## config.mk

```make
export PLATFORM = sky130hd
export DESIGN_NAME = divu_iter
export DESIGN_NICKNAME = d
export VERILOG_FILES = /design/src/rtl/divu_iter.sv
export SDC_FILE = /design/constraint.sdc
export NUM_CORES = 1
export LEC_CHECK = 0
export CORE_AREA = 2 2 134 136
export CTS_BUF_LIST = sky130_fd_sc_hd__clkbuf_2
export DETAILED_ROUTE_END_ITERATION = 16
export DIE_AREA = 0 0 136 138
export PLACE_DENSITY = 0.89
export SLEW_MARGIN = 20
export SYNTH_ARGS = -nofsm -noshare
export SYNTH_HDL_FRONTEND = slang
export SYNTH_SLANG_ARGS = --single-unit
```

## constraint.sdc

```tcl
create_clock -name clk -period 5 [get_ports clk]
set_clock_uncertainty 0.05 [all_clocks]
set_input_delay 0.75 -clock clk [delete_from_list [all_inputs] [get_ports clk]]
set_output_delay 0.75 -clock clk [all_outputs]
set_load 0.1 [all_outputs]
```

## src/rtl/divu_iter.sv

```systemverilog
// Iterative restoring unsigned divider, one op in flight; result WIDTH/STEPS_PER_CYCLE cycles after accept.
// in_ready only in IDLE; the result holds in DONE until out_ready, then one IDLE cycle before the next accept.
module divu_iter #(
    parameter int WIDTH           = 32,
    parameter int STEPS_PER_CYCLE = 1
) (
    input  logic             clk,
    input  logic             rst,
    input  logic             in_valid,
    output logic             in_ready,
    input  logic [WIDTH-1:0] dividend,
    input  logic [WIDTH-1:0] divisor,
    output logic             out_valid,
    input  logic             out_ready,
    output logic [WIDTH-1:0] quotient,
    output logic [WIDTH-1:0] remainder
);
    localparam int ITERS = WIDTH / STEPS_PER_CYCLE;
    localparam int CW    = (ITERS > 1) ? $clog2(ITERS) : 1;

    typedef enum logic [1:0] {IDLE, RUN, DONE} state_t;

    state_t           r_state;
    state_t           w_next;
    logic [WIDTH-1:0] r_q;
    logic [WIDTH-1:0] r_part;
    logic [WIDTH-1:0] r_div;
    logic [WIDTH-1:0] r_quot;
    logic [WIDTH-1:0] r_rem;
    logic [CW-1:0]    r_cnt;
    logic [WIDTH-1:0] w_q;
    logic [WIDTH-1:0] w_part;
    logic [WIDTH:0]   w_trial;
    logic             w_accept;
    logic             w_last;

    assign in_ready  = (r_state == IDLE) && !rst;
    assign out_valid = (r_state == DONE);
    assign quotient  = r_quot;
    assign remainder = r_rem;
    assign w_accept  = in_valid && in_ready;
    assign w_last    = (r_cnt == CW'(ITERS - 1));

    always_ff @(posedge clk or posedge rst) begin
        if (rst) begin
            r_state <= IDLE;
        end else begin
            r_state <= w_next;
        end
    end

    always_comb begin
        w_next = r_state;
        case (r_state)
            IDLE:    if (w_accept) w_next = RUN;
            RUN:     if (w_last) w_next = DONE;
            DONE:    if (out_ready) w_next = IDLE;
            default: w_next = IDLE;
        endcase
    end

    // Trial subtraction is one bit wider than the operands: the shifted
    // partial remainder can reach 2*divisor-1, which overflows WIDTH bits.
    always_comb begin
        w_q     = r_q;
        w_part  = r_part;
        w_trial = '0;
        for (int s = 0; s < STEPS_PER_CYCLE; s++) begin
            w_trial = {w_part, w_q[WIDTH-1]};
            w_q     = {w_q[WIDTH-2:0], 1'b0};
            if (w_trial >= {1'b0, r_div}) begin
                w_trial = w_trial - {1'b0, r_div};
                w_q[0]  = 1'b1;
            end
            w_part = w_trial[WIDTH-1:0];
        end
    end

    always_ff @(posedge clk or posedge rst) begin
        if (rst) begin
            r_q    <= '0;
            r_part <= '0;
            r_div  <= '0;
            r_quot <= '0;
            r_rem  <= '0;
            r_cnt  <= '0;
        end else begin
            case (r_state)
                IDLE: begin
                    if (w_accept) begin
                        r_q    <= dividend;
                        r_div  <= divisor;
                        r_part <= '0;
                        r_cnt  <= '0;
                    end
                end
                RUN: begin
                    r_q    <= w_q;
                    r_part <= w_part;
                    r_cnt  <= r_cnt + CW'(1);
                    if (w_last) begin
                        r_quot <= w_q;
                        r_rem  <= w_part;
                    end
                end
                default: ;
            endcase
        end
    end
endmodule

```

==> impl_metrics.env, run 1 <==
export IMPL_worstSkewPairLatency_ns=0.75
export IMPL_nNetsFinal=1051
export IMPL_rows=49
export IMPL_tns_ns=0
export IMPL_cts_tree="done"
export IMPL_syn_cell_area_mm2=0.00848
export IMPL_synth_seq_area_share=0.493
export IMPL_critPathTopFamily="buffers and inverters"
export IMPL_drt_initial_drc_count=566
export IMPL_rsz0062_at_grt="no"
export IMPL_hold_buffers=0
export IMPL_r2r_slack_ns=1.36
export IMPL_cts_setup_buffers=0
export IMPL_synthDistinctLibCells=57
export IMPL_synth_seq_cells=167
export IMPL_clk_pin_slew_worst_paths_ns=0.25
export IMPL_core_mm2=0.0175
export IMPL_syn_num_nets=935
export IMPL_start_util=0.484
export IMPL_mostFrequentLayoutCells="dfrtp_1 (167), clkdlybuf4s50_1 (133), nor2_1 (80)"
export IMPL_io_pins=134
export IMPL_synth_top_family_by_area="compound AO/OA/AOI/OAI gates"
export IMPL_die_w_um=136
export IMPL_root_buffer="clkbuf_2"
export IMPL_synth_compound_area_frac=0.138
export IMPL_hold_viol=0
export IMPL_dieArea_mm2=0.0188
export IMPL_outcome="finished clean"
export IMPL_maxCapViolCount=0
export IMPL_routedWlPerCell_um=16.3
export IMPL_worstPathRequired_ns=4.20
export IMPL_worstMarginPinSlew_ns=1.07
export IMPL_htreeDepth=4
export IMPL_final_common_cell="dfrtp_1"
export IMPL_slew_violations=0
export IMPL_synth_fa_ha_area_frac=0.0525
export IMPL_routabilityCongestion=0.946
export IMPL_drive_above_1_share=0.135
export IMPL_slowest_delay_ns=1.23
export IMPL_cp_slowest_cell="clkdlybuf4s50_1"
export IMPL_synthFlopType="dfrtp_1"
export IMPL_max_freq_mhz=265
export IMPL_fin_hold_ws_ns=0.364
export IMPL_yosysTopAreaCellShare=0.493
export IMPL_drt_pass1_iterations=5
export IMPL_die_h_um=138
export IMPL_start_kind="flop"
export IMPL_synthMuxAreaShare=0.122
export IMPL_cts_made_buffers=17
export IMPL_hold_class="primary input to async pin"
export IMPL_endpoint_kind="primary output"
export IMPL_reg2reg_to="remainder[0]"
export IMPL_avgSynthCellArea_um2=10.2
export IMPL_hpwl_um=13600
export IMPL_setup_viol=0
export IMPL_critPathArrivalTime_ns=2.97
export IMPL_synth_edf_count=0
export IMPL_grt_pass1_wl_um=32000
export IMPL_clockBufferDepth=2
export IMPL_yosys_area_share_simple=0.120
export IMPL_drt_total_wl_um=19500
export IMPL_drc=0
export IMPL_crit_buf_inv=1
export IMPL_rr_startpoint="r_part[3]"
export IMPL_antenna_found_initial=1
export IMPL_period_minus_slack_ns=3.77
export IMPL_synth_xor_area_share=0.0289
export IMPL_synth_warnings=0
export IMPL_cts_resized=0
export IMPL_slew_headroom=0.282
export IMPL_async_flop_share=1.00
export IMPL_synthTopCellsByArea="dfrtp_1 (49%), mux2_2 (8.4%), ha_1 (5.0%), mux2i_1 (3.7%), nor2_1 (3.5%)"
export IMPL_portBuffers=133
export IMPL_r2r_worst_path_cells=11
export IMPL_synth_top_cell_by_area="dfrtp_1"
export IMPL_path_cells="nor3_1 -> clkdlybuf4s50_1"
export IMPL_vias=6633
export IMPL_grt_ovfl_total=0
export IMPL_crit_fanout=4
export IMPL_grt_start_max_net_pins=106
export IMPL_syn_to_final_growth_pct=21.8
export IMPL_grt_pass1_vias=6413
export IMPL_crit_type="flop to primary output"
export IMPL_drtAntennaViolNets=0
export IMPL_syn_inst=832
export IMPL_period_share=0.754
export IMPL_grtUsageTotal=0.211
export IMPL_viasPerCell=5.57
export IMPL_clock_sinks=167
-- cells by family (layout without fill, tap and decap cells) --
group           Yosys count  in the layout
flops                   167            167
mux                      95             95
fa+ha+maj                35             35
compound gates          193            193
xor+xnor                 28             28
simple gates            227            227
buf+inv                  87            216
other cells               0              1
-- cell usage after synthesis, types with 3 or more instances --
cell      number
dfrtp_1      167
nor2_1        80
mux2_2        63
nand2_1       61
o21ai_1       58
nand3_1       44
inv_1         42
clkbuf_1      35
ha_1          34
a21oi_1       31
mux2i_1       31
o22ai_1       31
o21ai_0       28
xnor2_1       16
xor2_1        12
a21o_1         9
nand4_1        7
nor3_1         6
or2_2          5
and2_1         4
and3_1         4
nand2b_1       4
o21ai_2        4
a21oi_2        3
a31oi_1        3
buf_1          3
buf_12         3
nor2b_1        3
o211ai_1       3
o21a_1         3
or3_1          3
-- layer usage --
layer	vias up	GRT usage	part of all wire
met2	196	0.324	0.47
met3	40	0.0444	0.045
met1	3235	0.295	0.45
met5	-	0	0
met4	0	0.0828	0.031
li1	3162	-	-
-- cell type report --
cell class | instances | area, µm²
Antenna cell | 1 | 2.50
Clock buffer | 17 | 85.1
Clock inverter | 15 | 214
Fill cell | 1521 | 7210
Inverter | 43 | 165
Multi-Input combinational cell | 578 | 3950
Sequential cell | 167 | 4180
Tap cell | 229 | 287
Timing Repair Buffer | 141 | 1440
-- through the flow --
step           instances  area (µm²)   util  worst slack (ns)
2_1_floorplan        832        8480      -             0.868
3_3_place_gp        1156        9970  0.569              1.38
3_5_place_dp        1156        9970  0.569              1.31
4_1_cts             1188       10300  0.586              1.19
5_1_grt             1191       10300  0.589              1.06
6_report            1191       10300  0.589              1.23
-- registers in the layout, summed over array words and instances (netlist names) --
| register | count |
|---|---|
| quotient | 32 |
| r_cnt | 5 |
| r_div | 32 |
| r_part | 32 |
| r_q | 32 |
| r_state | 2 |
| remainder | 32 |
-- worst max-delay path by stage --
stage               start  endpoint  cells after the start
5_1_grt        r_state[0]  in_ready                      2
4_1_cts        r_state[0]  in_ready                      2
3_3_place_gp          rst  in_ready                      3
3_5_place_dp          rst  in_ready                      3
6_report       r_state[0]  in_ready                      2
2_1_floorplan         rst   r_q[17]                      7
Power of run 1 is not shown: default switching activity piles up to over one toggle a cycle in this logic, so the estimate is an artifact.
==> inputs of run 2 (changes only) <==
==> constraint.sdc (replaced) <==
create_clock -name clk -period 3.3 [get_ports clk]
set_clock_uncertainty 0.05 [all_clocks]
set_input_delay 0.495 -clock clk [delete_from_list [all_inputs] [get_ports clk]]
set_output_delay 0.495 -clock clk [all_outputs]
set_load 0.1 [all_outputs]
==> run 2 against run 1 <==
  * Clock-buffer cell count unchanged
  * Die area stayed put
  * Global-route usage up 0.21 points
  * Critical path type is now flop to flop
  * Largest cell class unchanged
==> impl_metrics.env, run 2 (synthesized netlist as in run 1, its figures left out) <==
export IMPL_outcome="finished clean"
export IMPL_period_minus_slack_ns=3.11
export IMPL_start_kind="flop"
export IMPL_io_pins=134
export IMPL_period_share=0.942
export IMPL_clockBufferDepth=2
export IMPL_hold_viol=0
export IMPL_start_util=0.484
export IMPL_root_buffer="clkbuf_2"
export IMPL_min_path_cells=2
export IMPL_busiest_layer="met2"
export IMPL_final_common_cell="dfrtp_1"
export IMPL_hold_start="out_ready"
export IMPL_r2r_worst_path_cells=10
export IMPL_grt_ovfl_total=0
export IMPL_rsz0062_at_grt="no"
export IMPL_hpwl_um=13700
export IMPL_holdPathEnd="r_state[1]"
export IMPL_drt_total_wl_um=19400
export IMPL_endpoint_kind="flop"
export IMPL_routedWlPerCell_um=16.2
export IMPL_mostFrequentLayoutCells="dfrtp_1 (167), clkdlybuf4s50_1 (95), nor2_1 (80)"
export IMPL_grt_pass1_vias=6429
export IMPL_clk_pin_slew_worst_paths_ns=0.29
export IMPL_use_met3=0.0477
export IMPL_path_cells="ha_1 -> a21oi_1 -> o21ai_0 -> or3_1 -> nor3_1 -> o31ai_2 -> a221oi_2 -> xnor2_1 -> mux2i_1 -> o21ai_1"
export IMPL_cts_made_buffers=17
export IMPL_cts_tree="done"
export IMPL_utilization=0.582
export IMPL_critPathArrivalTime_ns=3.72
export IMPL_portBuffers=133
export IMPL_slew_headroom=0.334
export IMPL_rr_startpoint="r_part[18]"
export IMPL_worstSkewPairLatency_ns=0.78
export IMPL_die_w_um=136
export IMPL_rows=49
export IMPL_dieArea_mm2=0.0188
export IMPL_worstPathRequired_ns=3.91
export IMPL_slowest_delay_ns=0.48
export IMPL_post_place_ws_ns=0.252
export IMPL_nNetsFinal=1054
export IMPL_multiInputGateArea_mm2=0.00395
export IMPL_met1_usage=0.301
export IMPL_drt_initial_drc_count=566
export IMPL_grt_pass1_wl_um=32100
export IMPL_htreeDepth=4
export IMPL_clock_sinks=167
export IMPL_max_freq_mhz=322
export IMPL_drt_pass1_iterations=6
export IMPL_grtUsageTotal=0.214
export IMPL_r2r_slack_ns=0.19
export IMPL_fin_hold_ws_ns=0.231
export IMPL_fillerInstances=1485
export IMPL_setup_slack_ns=0.192
export IMPL_drc=0
export IMPL_crit_fanout=6
export IMPL_critPathTopFamily="compound AO/OA/AOI/OAI gates"
export IMPL_slew_violations=0
export IMPL_regArea_mm2=0.00418
export IMPL_drtAntennaViolNets=0
export IMPL_tns_ns=0
export IMPL_core_mm2=0.0175
export IMPL_viasPerCell=5.47
export IMPL_reg2reg_to="remainder[30]"
export IMPL_maxCapViolCount=0
export IMPL_critPathLaunch="r_part[18]"
export IMPL_hold_class="primary input to flop"
export IMPL_setup_viol=0
export IMPL_worstMarginPinSlew_ns=0.996
export IMPL_die_h_um=138
export IMPL_drive_above_1_share=0.177
export IMPL_grt_start_max_net_pins=92
export IMPL_routabilityCongestion=0.952
export IMPL_cp_slowest_cell="dfrtp_1"
export IMPL_crit_buf_inv=0
export IMPL_vias=6530
export IMPL_syn_to_final_growth_pct=20.3
export IMPL_antenna_found_initial=1
export IMPL_grt_use_met2=0.328
export IMPL_crit_type="flop to flop"
==> run 2: changes by cell type in the layout (fill, tap and decap cells not counted), sizes merged <==
cell | previous run | this run
clkinv | 4 | 5
bufinv | 4 | 0
inv | 48 | 51
dlygate4sd3 | 0 | 1
buf | 8 | 48
clkdlybuf4s50 | 133 | 95
==> run 2: worst reg2reg max path, stage by stage (launching register included) <==
cell      delay, ns
dfrtp_1        0.48
ha_1           0.39
a21oi_1        0.36
o21ai_0        0.19
or3_1          0.33
nor3_1         0.37
o31ai_2        0.18
a221oi_2       0.29
xnor2_1        0.09
mux2i_1        0.19
o21ai_1        0.08
==> run 2: layout make-up <==
cell class                 count  share of cell area
clock inverter                15              0.0157
sequential                   167               0.410
antenna                        1            0.000245
clock buffer                  17             0.00834
inverter                      43              0.0162
multi-input combinational    578               0.387
timing repair buffer         144               0.135
tap                          229              0.0281
==> run 2: per-stage QoR <==
step | cells | instance area, µm²
6_report | 1194 | 10200
5_1_grt | 1194 | 10200
4_1_cts | 1193 | 10200
3_5_place_dp | 1160 | 9940
3_3_place_gp | 1160 | 9940
2_1_floorplan | 832 | 8490
==> run 2: worst max path at each step <==
stage / end / slack [ns] / cells after the start
after CTS: r_part[21] / 0.20 / 10
final: remainder[30] / 0.19 / 10
after detailed placement: remainder[18] / 0.25 / 11
after floorplan: r_q[17] / 0.43 / 7
after global routing: remainder[30] / 0.009 / 10
after global placement: remainder[18] / 0.37 / 11
==> run 2: per-layer routing <==
metal	wire [µm]	vias up	share of wire
met3	1020	28	0.053
li1	-	3167	-
met4	425	0	0.022
met5	0	-	0
met2	9120	162	0.47
met1	8820	3173	0.46
==> run 2: timing repair <==
action / in CTS / in global routing
setup buffers: 0 / 0
hold buffers: 1 / 0
gates resized for setup: 0 / 2
setup endpoints to repair: 0 / 4
endpoints found under the hold margin: 9 / 0
Power of run 2 is left out for the same reason.
